File: src/rtl/usb_mouse_ps2_if.sv
// APF controller-4 mouse bridge bundle.
// Raw cont4 words in, synced state and PS/2 packet bus out.
interface usb_mouse_ps2_if;
  logic [31:0] cont4_key;
  logic [31:0] cont4_joy;
  logic [15:0] cont4_trig;
  logic        mouse_active;
  logic [2:0]  mouse_buttons;
  logic        report_strobe;
  logic [24:0] ps2_mouse;

  modport master (
    output cont4_key,
    output cont4_joy,
    output cont4_trig,
    input  mouse_active,
    input  mouse_buttons,
    input  report_strobe,
    input  ps2_mouse
  );

  modport slave (
    input  cont4_key,
    input  cont4_joy,
    input  cont4_trig,
    output mouse_active,
    output mouse_buttons,
    output report_strobe,
    output ps2_mouse
  );
endinterface

File: src/rtl/usb_mouse_ps2.sv
// USB mouse reports (cont4 type 5) to rate-limited PS/2 packets.
// Ports: clk, reset_n (async low), bus (cont4 in; active/buttons/strobe/ps2 out).
module usb_mouse_ps2 #(
  parameter int ACC_W       = 16,
  parameter int GAP_CYCLES  = 1024,
  parameter int SCALE_SHIFT = 0,
  parameter bit INVERT_Y    = 1'b1
) (
  input  logic           clk,
  input  logic           reset_n,
  usb_mouse_ps2_if.slave bus
);
  // Working width: holds acc +/- a full 16-bit delta without wrap.
  localparam int SW = ((ACC_W > 16) ? ACC_W : 16) + 2;
  localparam int GW = $clog2(GAP_CYCLES + 1);

  localparam logic signed [SW-1:0] ONE   = SW'(1);
  localparam logic signed [SW-1:0] A_MAX =
    (ONE <<< (ACC_W - 1)) - ONE;
  localparam logic signed [SW-1:0] A_MIN =
    -(ONE <<< (ACC_W - 1));
  localparam logic signed [SW-1:0] C_MAX = SW'(255);
  localparam logic signed [SW-1:0] C_MIN = SW'(-256);

  typedef enum logic [1:0] {
    IDLE,
    EMIT,
    GAP
  } state_t;

  function automatic logic signed [SW-1:0] clip(
    input logic signed [SW-1:0] v,
    input logic signed [SW-1:0] lo,
    input logic signed [SW-1:0] hi
  );
    if (v > hi) return hi;
    if (v < lo) return lo;
    return v;
  endfunction

  // Async assert, synchronous release.
  logic [1:0] rst_sync;
  logic       rst_n;

  always_ff @(posedge clk or negedge reset_n) begin
    if (!reset_n) rst_sync <= '0;
    else          rst_sync <= {rst_sync[0], 1'b1};
  end

  assign rst_n = rst_sync[1];

  logic [79:0] s1, s2, s3;

  always_ff @(posedge clk or negedge rst_n) begin
    if (!rst_n) begin
      s1 <= '0;
      s2 <= '0;
      s3 <= '0;
    end else begin
      s1 <= {bus.cont4_trig, bus.cont4_joy, bus.cont4_key};
      s2 <= s1;
      s3 <= s2;
    end
  end

  logic [31:0] key_s, joy_s;
  logic [15:0] trig_s;
  assign {trig_s, joy_s, key_s} = s3;

  logic              type_ok;
  logic [15:0]       cnt;
  logic signed [15:0] sx, sy, ny, sy_eff, dx16, dy16;
  logic              unused_bits;

  assign type_ok = (key_s[31:28] == 4'h5);
  assign cnt     = {key_s[7:0], key_s[15:8]};
  assign sx      = {joy_s[7:0], joy_s[15:8]};
  assign sy      = {trig_s[7:0], trig_s[15:8]};
  // -(-32768) does not fit; pin it to +32767.
  assign ny      = (sy == 16'sh8000) ? 16'sh7fff : -sy;
  assign sy_eff  = INVERT_Y ? ny : sy;
  assign dx16    = sx >>> SCALE_SHIFT;
  assign dy16    = sy_eff >>> SCALE_SHIFT;
  assign unused_bits = ^{key_s[27:16], joy_s[31:19]};

  logic              active_q, strobe_q;
  logic [2:0]        btn_q, last_btn;
  logic [15:0]       cnt_prev, last_acc;
  logic signed [ACC_W-1:0] acc_x, acc_y;
  logic              ovf_x, ovf_y;
  logic [24:0]       ps2_q;
  state_t            state_q, state_d;
  logic [GW-1:0]     gap_q, gap_d;
  logic              emit, pending, accept;

  // Counter must be stable for two samples to reject torn reads.
  assign accept = active_q
               && (cnt == cnt_prev)
               && (cnt != last_acc);

  assign pending = (acc_x != '0)
                || (acc_y != '0)
                || (btn_q != last_btn);

  logic signed [SW-1:0] ax, ay, cx, cy;
  logic signed [SW-1:0] dxe, dye, sum_x, sum_y;
  logic signed [SW-1:0] nx, nyv;
  logic                 sat_x, sat_y;
  logic [8:0]           chunk_x, chunk_y;

  always_comb begin
    ax  = {{(SW-ACC_W){acc_x[ACC_W-1]}}, acc_x};
    ay  = {{(SW-ACC_W){acc_y[ACC_W-1]}}, acc_y};
    dxe = {{(SW-16){dx16[15]}}, dx16};
    dye = {{(SW-16){dy16[15]}}, dy16};
    cx  = clip(ax, C_MIN, C_MAX);
    cy  = clip(ay, C_MIN, C_MAX);
    chunk_x = cx[8:0];
    chunk_y = cy[8:0];
    // Drain and a new report may land in the same cycle.
    sum_x = ax;
    sum_y = ay;
    if (emit) begin
      sum_x = sum_x - cx;
      sum_y = sum_y - cy;
    end
    if (accept) begin
      sum_x = sum_x + dxe;
      sum_y = sum_y + dye;
    end
    nx    = clip(sum_x, A_MIN, A_MAX);
    nyv   = clip(sum_y, A_MIN, A_MAX);
    sat_x = (nx != sum_x);
    sat_y = (nyv != sum_y);
  end

  always_comb begin
    state_d = state_q;
    gap_d   = gap_q;
    emit    = 1'b0;
    unique case (state_q)
      IDLE: begin
        if (pending) state_d = EMIT;
      end
      EMIT: begin
        emit    = 1'b1;
        gap_d   = '0;
        state_d = (GAP_CYCLES > 1) ? GAP : IDLE;
      end
      GAP: begin
        if (gap_q == GW'(GAP_CYCLES - 2)) state_d = IDLE;
        else gap_d = gap_q + 1'b1;
      end
      default: state_d = IDLE;
    endcase
  end

  always_ff @(posedge clk or negedge rst_n) begin
    if (!rst_n) begin
      active_q <= 1'b0;
      btn_q    <= '0;
      cnt_prev <= '0;
      last_acc <= '0;
      strobe_q <= 1'b0;
      acc_x    <= '0;
      acc_y    <= '0;
      ovf_x    <= 1'b0;
      ovf_y    <= 1'b0;
      last_btn <= '0;
      ps2_q    <= '0;
      state_q  <= IDLE;
      gap_q    <= '0;
    end else begin
      active_q <= type_ok;
      btn_q    <= type_ok ? joy_s[18:16] : 3'b000;
      cnt_prev <= cnt;
      strobe_q <= accept;
      if (accept) last_acc <= cnt;
      // Leaving mouse mode drops any motion not yet sent.
      if (!active_q) begin
        acc_x <= '0;
        acc_y <= '0;
        ovf_x <= 1'b0;
        ovf_y <= 1'b0;
      end else begin
        acc_x <= nx[ACC_W-1:0];
        acc_y <= nyv[ACC_W-1:0];
        ovf_x <= (ovf_x & ~emit) | sat_x;
        ovf_y <= (ovf_y & ~emit) | sat_y;
      end
      if (emit) begin
        ps2_q <= {~ps2_q[24], chunk_y[7:0], chunk_x[7:0],
                  ovf_y, ovf_x, chunk_y[8], chunk_x[8],
                  1'b1, btn_q};
        last_btn <= btn_q;
      end
      state_q <= state_d;
      gap_q   <= gap_d;
    end
  end

  assign bus.mouse_active  = active_q;
  assign bus.mouse_buttons = btn_q;
  assign bus.report_strobe = strobe_q;
  assign bus.ps2_mouse     = ps2_q;
endmodule

File: src/flat_wrapper.sv
// flat-port wrapper written by rule: the top's interface ports become plain ports
module usb_mouse_ps2_flat 
#(
  parameter int ACC_W       = 16,
  parameter int GAP_CYCLES  = 1024,
  parameter int SCALE_SHIFT = 0,
  parameter bit INVERT_Y    = 1'b1
)
  (clk, reset_n, bus_cont4_key, bus_cont4_joy, bus_cont4_trig, bus_mouse_active, bus_mouse_buttons, bus_report_strobe, bus_ps2_mouse);
  usb_mouse_ps2_if bus_i ();
  input  logic clk;
  input  logic reset_n;
  input wire logic [$bits(bus_i.cont4_key)-1:0] bus_cont4_key;
  input wire logic [$bits(bus_i.cont4_joy)-1:0] bus_cont4_joy;
  input wire logic [$bits(bus_i.cont4_trig)-1:0] bus_cont4_trig;
  output wire logic [$bits(bus_i.mouse_active)-1:0] bus_mouse_active;
  output wire logic [$bits(bus_i.mouse_buttons)-1:0] bus_mouse_buttons;
  output wire logic [$bits(bus_i.report_strobe)-1:0] bus_report_strobe;
  output wire logic [$bits(bus_i.ps2_mouse)-1:0] bus_ps2_mouse;
  assign bus_i.cont4_key = bus_cont4_key;
  assign bus_i.cont4_joy = bus_cont4_joy;
  assign bus_i.cont4_trig = bus_cont4_trig;
  assign bus_mouse_active = bus_i.mouse_active;
  assign bus_mouse_buttons = bus_i.mouse_buttons;
  assign bus_report_strobe = bus_i.report_strobe;
  assign bus_ps2_mouse = bus_i.ps2_mouse;
  usb_mouse_ps2 #(.ACC_W(ACC_W), .GAP_CYCLES(GAP_CYCLES), .SCALE_SHIFT(SCALE_SHIFT), .INVERT_Y(INVERT_Y)) u_core (.clk(clk), .reset_n(reset_n), .bus(bus_i));
endmodule
File: config.mk
export PLATFORM = sky130hd
export DESIGN_NAME = usb_mouse_ps2_flat
export DESIGN_NICKNAME = d
export VERILOG_FILES = /design/src/rtl/usb_mouse_ps2_if.sv /design/src/rtl/usb_mouse_ps2.sv /design/src/flat_wrapper.sv
export SDC_FILE = /design/constraint.sdc
export NUM_CORES = 1
export LEC_CHECK = 0
export BUFFER_PORTS_ARGS = -buffer_cell sky130_fd_sc_hd__buf_2
export CORE_ASPECT_RATIO = 1.75
export CORE_UTILIZATION = 60
export CTS_CLUSTER_DIAMETER = 50
export DETAILED_ROUTE_END_ITERATION = 8
export MAX_ROUTING_LAYER = met4
export PLACE_DENSITY_LB_ADDON = 0.08
export SLEW_MARGIN = 20
export SYNTH_ARGS = -nofsm -noshare
export SYNTH_HDL_FRONTEND = slang
export SYNTH_SLANG_ARGS = --single-unit
File: constraint.sdc
create_clock -name clk -period 10 [get_ports clk]
set_clock_uncertainty 0.15 [all_clocks]
set_input_delay 0.5 -clock clk [delete_from_list [all_inputs] [get_ports clk]]
set_output_delay 0.5 -clock clk [all_outputs]
set_load 0.01 [all_outputs]
Yosys cells after proc, flatten, opt, wreduce, memory -nomap -nowiden
Index checks and enable logic that the tools add are counted.
{"block": "totals", "register_bits": 354, "in_bits": 82, "out_inout_bits": 30, "wordCells": 104}
{"block": "op_classes", "n_addsub": 6, "order_cmp": 8, "eq_ne": 13, "mux": 44, "bitwise_logic": 6, "reduce_logical": 10}
{"operator": "18-bit two-way mux", "count": 20}
{"operator": "16-bit two-way mux", "count": 3}
{"operator": "18-bit by 16-bit adder with 18-bit output", "count": 2}
{"operator": "18-bit by 16-bit greater-than comparator with 1-bit output, second input constant", "count": 2}
{"operator": "18-bit by 16-bit less-than comparator with 1-bit output, second input constant", "count": 2}
{"operator": "18-bit inequality test", "count": 2}
{"operator": "16-bit by 18-bit subtractor with 18-bit output", "count": 2}
{"operator": "16-bit by 9-bit greater-than comparator with 1-bit output, second input constant", "count": 2}
{"operator": "16-bit by 9-bit less-than comparator with 1-bit output, second input constant", "count": 2}
{"operator": "16-bit nonzero test", "count": 2}
{"operator": "11-bit one-hot mux with 2 select lines", "count": 1}
{"operator": "16-bit equality test", "count": 1}
{"operator": "16-bit equality test, second input constant", "count": 1}
{"operator": "16-bit inequality test", "count": 1}
{"operator": "16-bit negation", "count": 1}
{"operator": "1-bit two-way mux", "count": 15}
{"operator": "11-bit by 1-bit adder with 11-bit output, second input constant", "count": 1}
{"operator": "11-bit by 10-bit equality test with 1-bit output, second input constant", "count": 1}
{"operator": "11-bit two-way mux", "count": 1}
{"operator": "2-bit one-hot mux with 3 select lines", "count": 1}
{"operator": "4-bit by 3-bit equality test with 1-bit output, second input constant", "count": 1}
{"operator": "2-bit two-way mux", "count": 2}
{"operator": "2-bit by 1-bit inequality test with 1-bit output, second input constant", "count": 2}
{"operator": "2-bit AND reduction", "count": 2}
{"operator": "12 further kinds", "count": 17}

Depth between registers and ports, before layout
{"block": "logic_depth", "ltp_word": 17, "mapped_depth": 32}

Worst setup path before layout
OpenSTA, ideal clock, no wires.
{"block": "synth_timing", "path_kind": "register -> register", "from": "reg u_core.acc_y[15]", "to": "reg u_core.acc_y[1]", "setup_ns": 0.119, "arrival_ns": 6.375, "slack_ns": 3.356, "path_stages_with_launch": 31, "path_buffers": 4, "synth_period_minus_slack_ns": 6.644, "cell_sequence": "dfrtp_1 > clkbuf_1 > nand4_1 > or2_2 > ha_1 > clkbuf_1 > inv_1 > a21oi_1 > inv_1 > fa_1 > nor2b_1 > o31a_1 > a211oi_1 > nor3_1 > xnor2_1 > o21ai_0 > ha_1 > o21ai_0 > a21boi_0 > o2111ai_1 > a311oi_1 > a211o_1 > a21oi_1 > xnor2_1 > mux2i_1 > or3_1 > ha_1 > buf_1 > clkbuf_1 > nor2_1 > o21a_1"}
{"block": "synth_via", "elab_chain_cells": 15}
{"item": "start: declaration", "line_no": "usb_mouse_ps2.sv:89", "source": "logic signed [ACC_W-1:0] acc_x, acc_y;"}
{"item": "start signal: assignment", "line_no": "usb_mouse_ps2.sv:187", "source": "acc_y <= nyv[ACC_W-1:0];"}
{"item": "16-bit by 9-bit less-than comparator with 1-bit output", "line_no": "usb_mouse_ps2.sv:37", "source": "if (v < lo) return lo;"}
{"item": "1-bit two-way mux (2 in series)", "line_no": "usb_mouse_ps2.sv:37"}
{"item": "18-bit two-way mux", "line_no": "usb_mouse_ps2.sv:38", "source": "return v;"}
{"item": "18-bit two-way mux *", "line_no": "usb_mouse_ps2.sv:37"}
{"item": "named net u_core.cy[1]", "line_no": "usb_mouse_ps2.sv:105", "source": "logic signed [SW-1:0] ax, ay, cx, cy;"}
{"item": "16-bit by 18-bit subtractor with 18-bit output *", "line_no": "usb_mouse_ps2.sv:125", "source": "sum_y = sum_y - cy;"}
{"item": "18-bit two-way mux *", "line_no": "usb_mouse_ps2.sv:123", "source": "if (emit) begin"}
{"item": "18-bit by 16-bit adder with 18-bit output", "line_no": "usb_mouse_ps2.sv:129", "source": "sum_y = sum_y + dye;"}
{"item": "18-bit two-way mux *", "line_no": "usb_mouse_ps2.sv:127", "source": "if (accept) begin"}
{"item": "18-bit by 16-bit less-than comparator with 1-bit output", "line_no": "usb_mouse_ps2.sv:37"}
{"item": "1-bit two-way mux (2 in series)", "line_no": "usb_mouse_ps2.sv:37"}
{"item": "18-bit two-way mux", "line_no": "usb_mouse_ps2.sv:38"}
{"item": "18-bit two-way mux *", "line_no": "usb_mouse_ps2.sv:37"}
{"item": "16-bit two-way mux *", "line_no": "usb_mouse_ps2.sv:180", "source": "if (!active_q) begin"}
Mark *: on every way through the listed nets, which the timed path passes. The rest lies on a longest branch. The select of a mux whose other input is x is not followed.
A chain may end at the register's enable or synchronous reset.

Final worst setup path
{"block": "layout_timing", "from": "reg u_core.acc_y[15]", "to": "reg u_core.ovf_y"}
{"block": "layout_via", "elab_chain_cells": 17}
{"item": "16-bit by 9-bit less-than comparator with 1-bit output", "line_no": "usb_mouse_ps2.sv:37"}
{"item": "1-bit two-way mux (2 in series)", "line_no": "usb_mouse_ps2.sv:37"}
{"item": "18-bit two-way mux", "line_no": "usb_mouse_ps2.sv:38"}
{"item": "18-bit two-way mux *", "line_no": "usb_mouse_ps2.sv:37"}
{"item": "named net u_core.cy[1]", "line_no": "usb_mouse_ps2.sv:105"}
{"item": "16-bit by 18-bit subtractor with 18-bit output *", "line_no": "usb_mouse_ps2.sv:125"}
{"item": "18-bit two-way mux *", "line_no": "usb_mouse_ps2.sv:123"}
{"item": "18-bit by 16-bit adder with 18-bit output", "line_no": "usb_mouse_ps2.sv:129"}
{"item": "18-bit two-way mux *", "line_no": "usb_mouse_ps2.sv:127"}
{"item": "18-bit by 16-bit less-than comparator with 1-bit output", "line_no": "usb_mouse_ps2.sv:37"}
{"item": "1-bit two-way mux (2 in series)", "line_no": "usb_mouse_ps2.sv:37"}
{"item": "18-bit two-way mux", "line_no": "usb_mouse_ps2.sv:38"}
{"item": "18-bit two-way mux", "line_no": "usb_mouse_ps2.sv:37"}
{"item": "18-bit inequality test *", "line_no": "usb_mouse_ps2.sv:134", "source": "sat_y = (nyv != sum_y);"}
{"item": "1-bit bitwise OR *", "line_no": "usb_mouse_ps2.sv:189", "source": "ovf_y <= (ovf_y & ~emit) | sat_y;"}
{"item": "1-bit two-way mux *", "line_no": "usb_mouse_ps2.sv:180"}
{"item": "end signal: assignment", "line_no": "usb_mouse_ps2.sv:189"}
{"item": "end: declaration", "line_no": "usb_mouse_ps2.sv:90", "source": "logic ovf_x, ovf_y;"}
Marks and branches as above.

==> run summary <==
multiplexer area fraction after synthesis: 1.64%
die width: 115 um
Synth Area in Simple Gates: 15.5%
Yosys Warn Count: 0
Vias/cell: 5.76
Leakage: 7.19 nW
I/O pin cnt: 112
synth-to-layout area growth: 15.4%
syn_area_per_cell: 10.2 sq um
Num CTS Buffers: 24
Clock transition at path regs: 70 ps
hold slack: 116 ps
core area: 0.0217 sq mm
clk sinks: 276
Die Area: 0.0229 sq mm
vias in the first global route: 10,300
post-synthesis compound-gate area fraction: 14.7%
outcome: finished, final reports clean
global-route wire length before repair: 48.9 mm
mapped cell area: 0.0134 sq mm
power density cells: 289 mW/mm^2
CTS Buffer Depth: 3
top-count cell post-synth: dfrtp_1
final setup violation count: 0
total negative setup slack: 0 ps
Remaining Overflow, GRT: 0
DRC: 0
Initial Utilization: 61.7%
Peak VDD IR: 0.000213 V
final hold viol count: 0
NumNets Final: 1,593
relative slew slack: 45.8%
Post-CTS Setup Repair Bufs: 0
TritonCTS clock tree: done
synth cell count leaders: 276 x dfrtp_1, 185 x nand2_1, 89 x o21ai_0, 85 x nor2_1, 75 x a21oi_1
crit path launch: u_core.acc_y[15]
CP arrival: 7990 ps
mean routed wirelength per cell: 17.4 um
CP required: 10,330 ps
MaxCap Viol Count: 0
drt pass-1 iters: 6
hpwl dp: 21.2 mm
largest area contributor in the synthesized netlist: dfrtp_1
iteration-0 DRC count of the detailed router: 456
EDFF count, synth: 0
Die Y: 199 um
Tmin final: 7660 ps
Crit path largest cell delay: 620 ps
largest family of logic cells by synthesized area: simple AND/OR/NAND/NOR gates
post-CTS sizing: 0
syn_nets: 1,463
Post-synth top flop: dfrtp_1
#FFs+latches synth: 276
FF-to-FF Start: u_core.acc_y[15]
Slew Viols, Final: 0
worst slew pin tran: 814 ps
layout cells sized above 1: 11.3%
initial antenna violation count: 0
critical path's slowest cell: ha_1
fmax: 131 MHz
clock latency on the worst-skew pair: 540 ps
Antenna Nets Post-Route: 0
clk root buf: clkbuf_16
post-synth top area share: 51.7%
unrepaired setup endpoints after global routing: no
Synth area leaders: dfrtp_1 52%, ha_1 6.6%, nand2_1 5.2%
sequential fraction of the synthesis area: 51.7%
RD Place Congestion: 0.917
startpoint types: register
largest net degree at the start of global routing: 87
Async S/R FF share, synth: 100%
xor and xnor area share after synthesis: 6.63%
Setup CP Type: reg2reg
CTS H-Tree Depth: 1
HP Class: in2async
number of port buffers: 86
Setup crit end kind: register
vias: 10,000
Synth Area in Adders: 7.24%
Ant. Diodes: 0
drt total wl: 30.3 mm
number of distinct library cells after synthesis: 75
row cnt: 71
Post-Syn Instances: 1,306
Final period util: 76.6%
# hold bufs at CTS: 56
GRT Overall Usage: 28.7%
CP max FO: 17
==> cells by family (layout without fill, tap and decap cells) <==
kind of cell / Yosys count / in the layout
AO/OA/AOI/OAI: 312 / 312
flip-flops: 276 / 276
multiplexers: 21 / 21
AND/OR/NAND/NOR: 437 / 437
buffers and inverters: 85 / 232
adder cells (fa/ha/maj): 75 / 75
other: 1 / 1
XOR/XNOR: 99 / 99
==> critical path, delay by kind of cell (launching register included) <==
kind | cells | cell delay (ps)
and+or+nand+nor | 5 | 1310
xor gates and xnor gates | 2 | 270
adders and majority gates | 4 | 1840
AOI/OAI and AO/OA | 13 | 3000
DFF | 1 | 510
muxes | 1 | 170
buffers and inverters | 2 | 320
==> final timing paths <==
check	to	slack [ps]	depth (start not counted)
worst min-delay path	u_core.rst_sync[1]	120	2
worst min register to register	u_core.s3[37]	190	0
max in group asynchronous	u_core.bus.ps2_mouse[24]	7620	2
worst max-delay path	u_core.ovf_y	2340	27
min in group clk	u_core.s3[37]	190	0
worst max register to register	u_core.ovf_y	2340	27
==> layer usage <==
| layer | track usage, % | vias up | routed length (um) |
|---|---|---|---|
| met5 | - | - | 0 |
| met4 | 18.1 | 0 | 2010 |
| met3 | 3.09 | 121 | 815 |
| met2 | 53.5 | 223 | 17000 |
| met1 | 27.6 | 4869 | 10500 |
| li1 | - | 4831 | - |
==> power breakdown <==
part           internal (mW)  switching (mW)  leakage, nW
registers               1.21          0.0755         3.41
logic                  0.907            1.31         3.39
clock network          0.540           0.407        0.396
==> placed cells by master (no fill, tap or decap), types with 5 or more instances in the layout <==
cell type,netlist,routed
o31ai_1,9,9
xnor2_1,59,59
nand2_1,185,185
o211ai_1,6,6
o21a_1,40,40
a21oi_1,75,75
nand4_1,17,17
nand2b_1,20,19
buf_2,1,86
nor2b_1,10,10
clkinv_2,0,5
nor3_1,26,26
clkbuf_16,0,24
mux2_2,7,7
o31a_1,5,5
nand3_1,33,33
nor2_1,85,85
buf_4,1,7
a211oi_1,13,13
clkbuf_1,32,5
and3_1,5,5
a21o_1,18,18
mux2i_1,14,14
a31oi_1,15,15
nor4_1,14,14
o21ai_0,89,89
inv_1,37,37
ha_1,71,71
or3_1,5,5
dlygate4sd3_1,0,56
dfrtp_1,276,275
xor2_1,39,39
or2_2,5,5
==> layout make-up <==
cell class	instances	area, sq um
Clock inverter	12	164
Tap cell	292	365
Inverter	38	143
Sequential cell	276	6910
Multi-Input combinational cell	945	6140
Timing Repair Buffer	151	1070
Fill cell	1708	6240
Clock buffer	31	647
==> registers in the layout, summed over array words and instances, names as in the netlist <==
| signal | cells |
|---|---|
| u_core.s3 | 55 |
| u_core.bus.mouse_buttons | 3 |
| u_core.s2 | 55 |
| u_core.bus.mouse_active | 1 |
| u_core.gap_q | 11 |
| u_core.s1 | 55 |
| u_core.acc_y | 16 |
| u_core.state_q | 2 |
| u_core.ovf_x | 1 |
| u_core.acc_x | 16 |
| u_core.cnt_prev | 16 |
| u_core.ovf_y | 1 |
| u_core.bus.ps2_mouse | 25 |
| u_core.rst_sync | 2 |
| u_core.last_acc | 16 |
| u_core.bus.report_strobe | 1 |
==> metrics by stage <==
| stage | util (%) | cells | total power, mW | setup WS, ps | cell area (sq um) |
|---|---|---|---|---|---|
| global placement | 64.8 | 1646 | 3.44 | 2480 | 14100 |
| global route | 71.2 | 1745 | 4.77 | 1600 | 15400 |
| detailed placement | 64.8 | 1646 | 3.48 | 2440 | 14100 |
| floorplan | - | 1306 | 2.98 | 1590 | 13400 |
| finish | 71.2 | 1745 | 4.45 | 2340 | 15400 |
| CTS | 71.2 | 1745 | 4.46 | 2400 | 15400 |
Power figures use the tool's default switching activity.
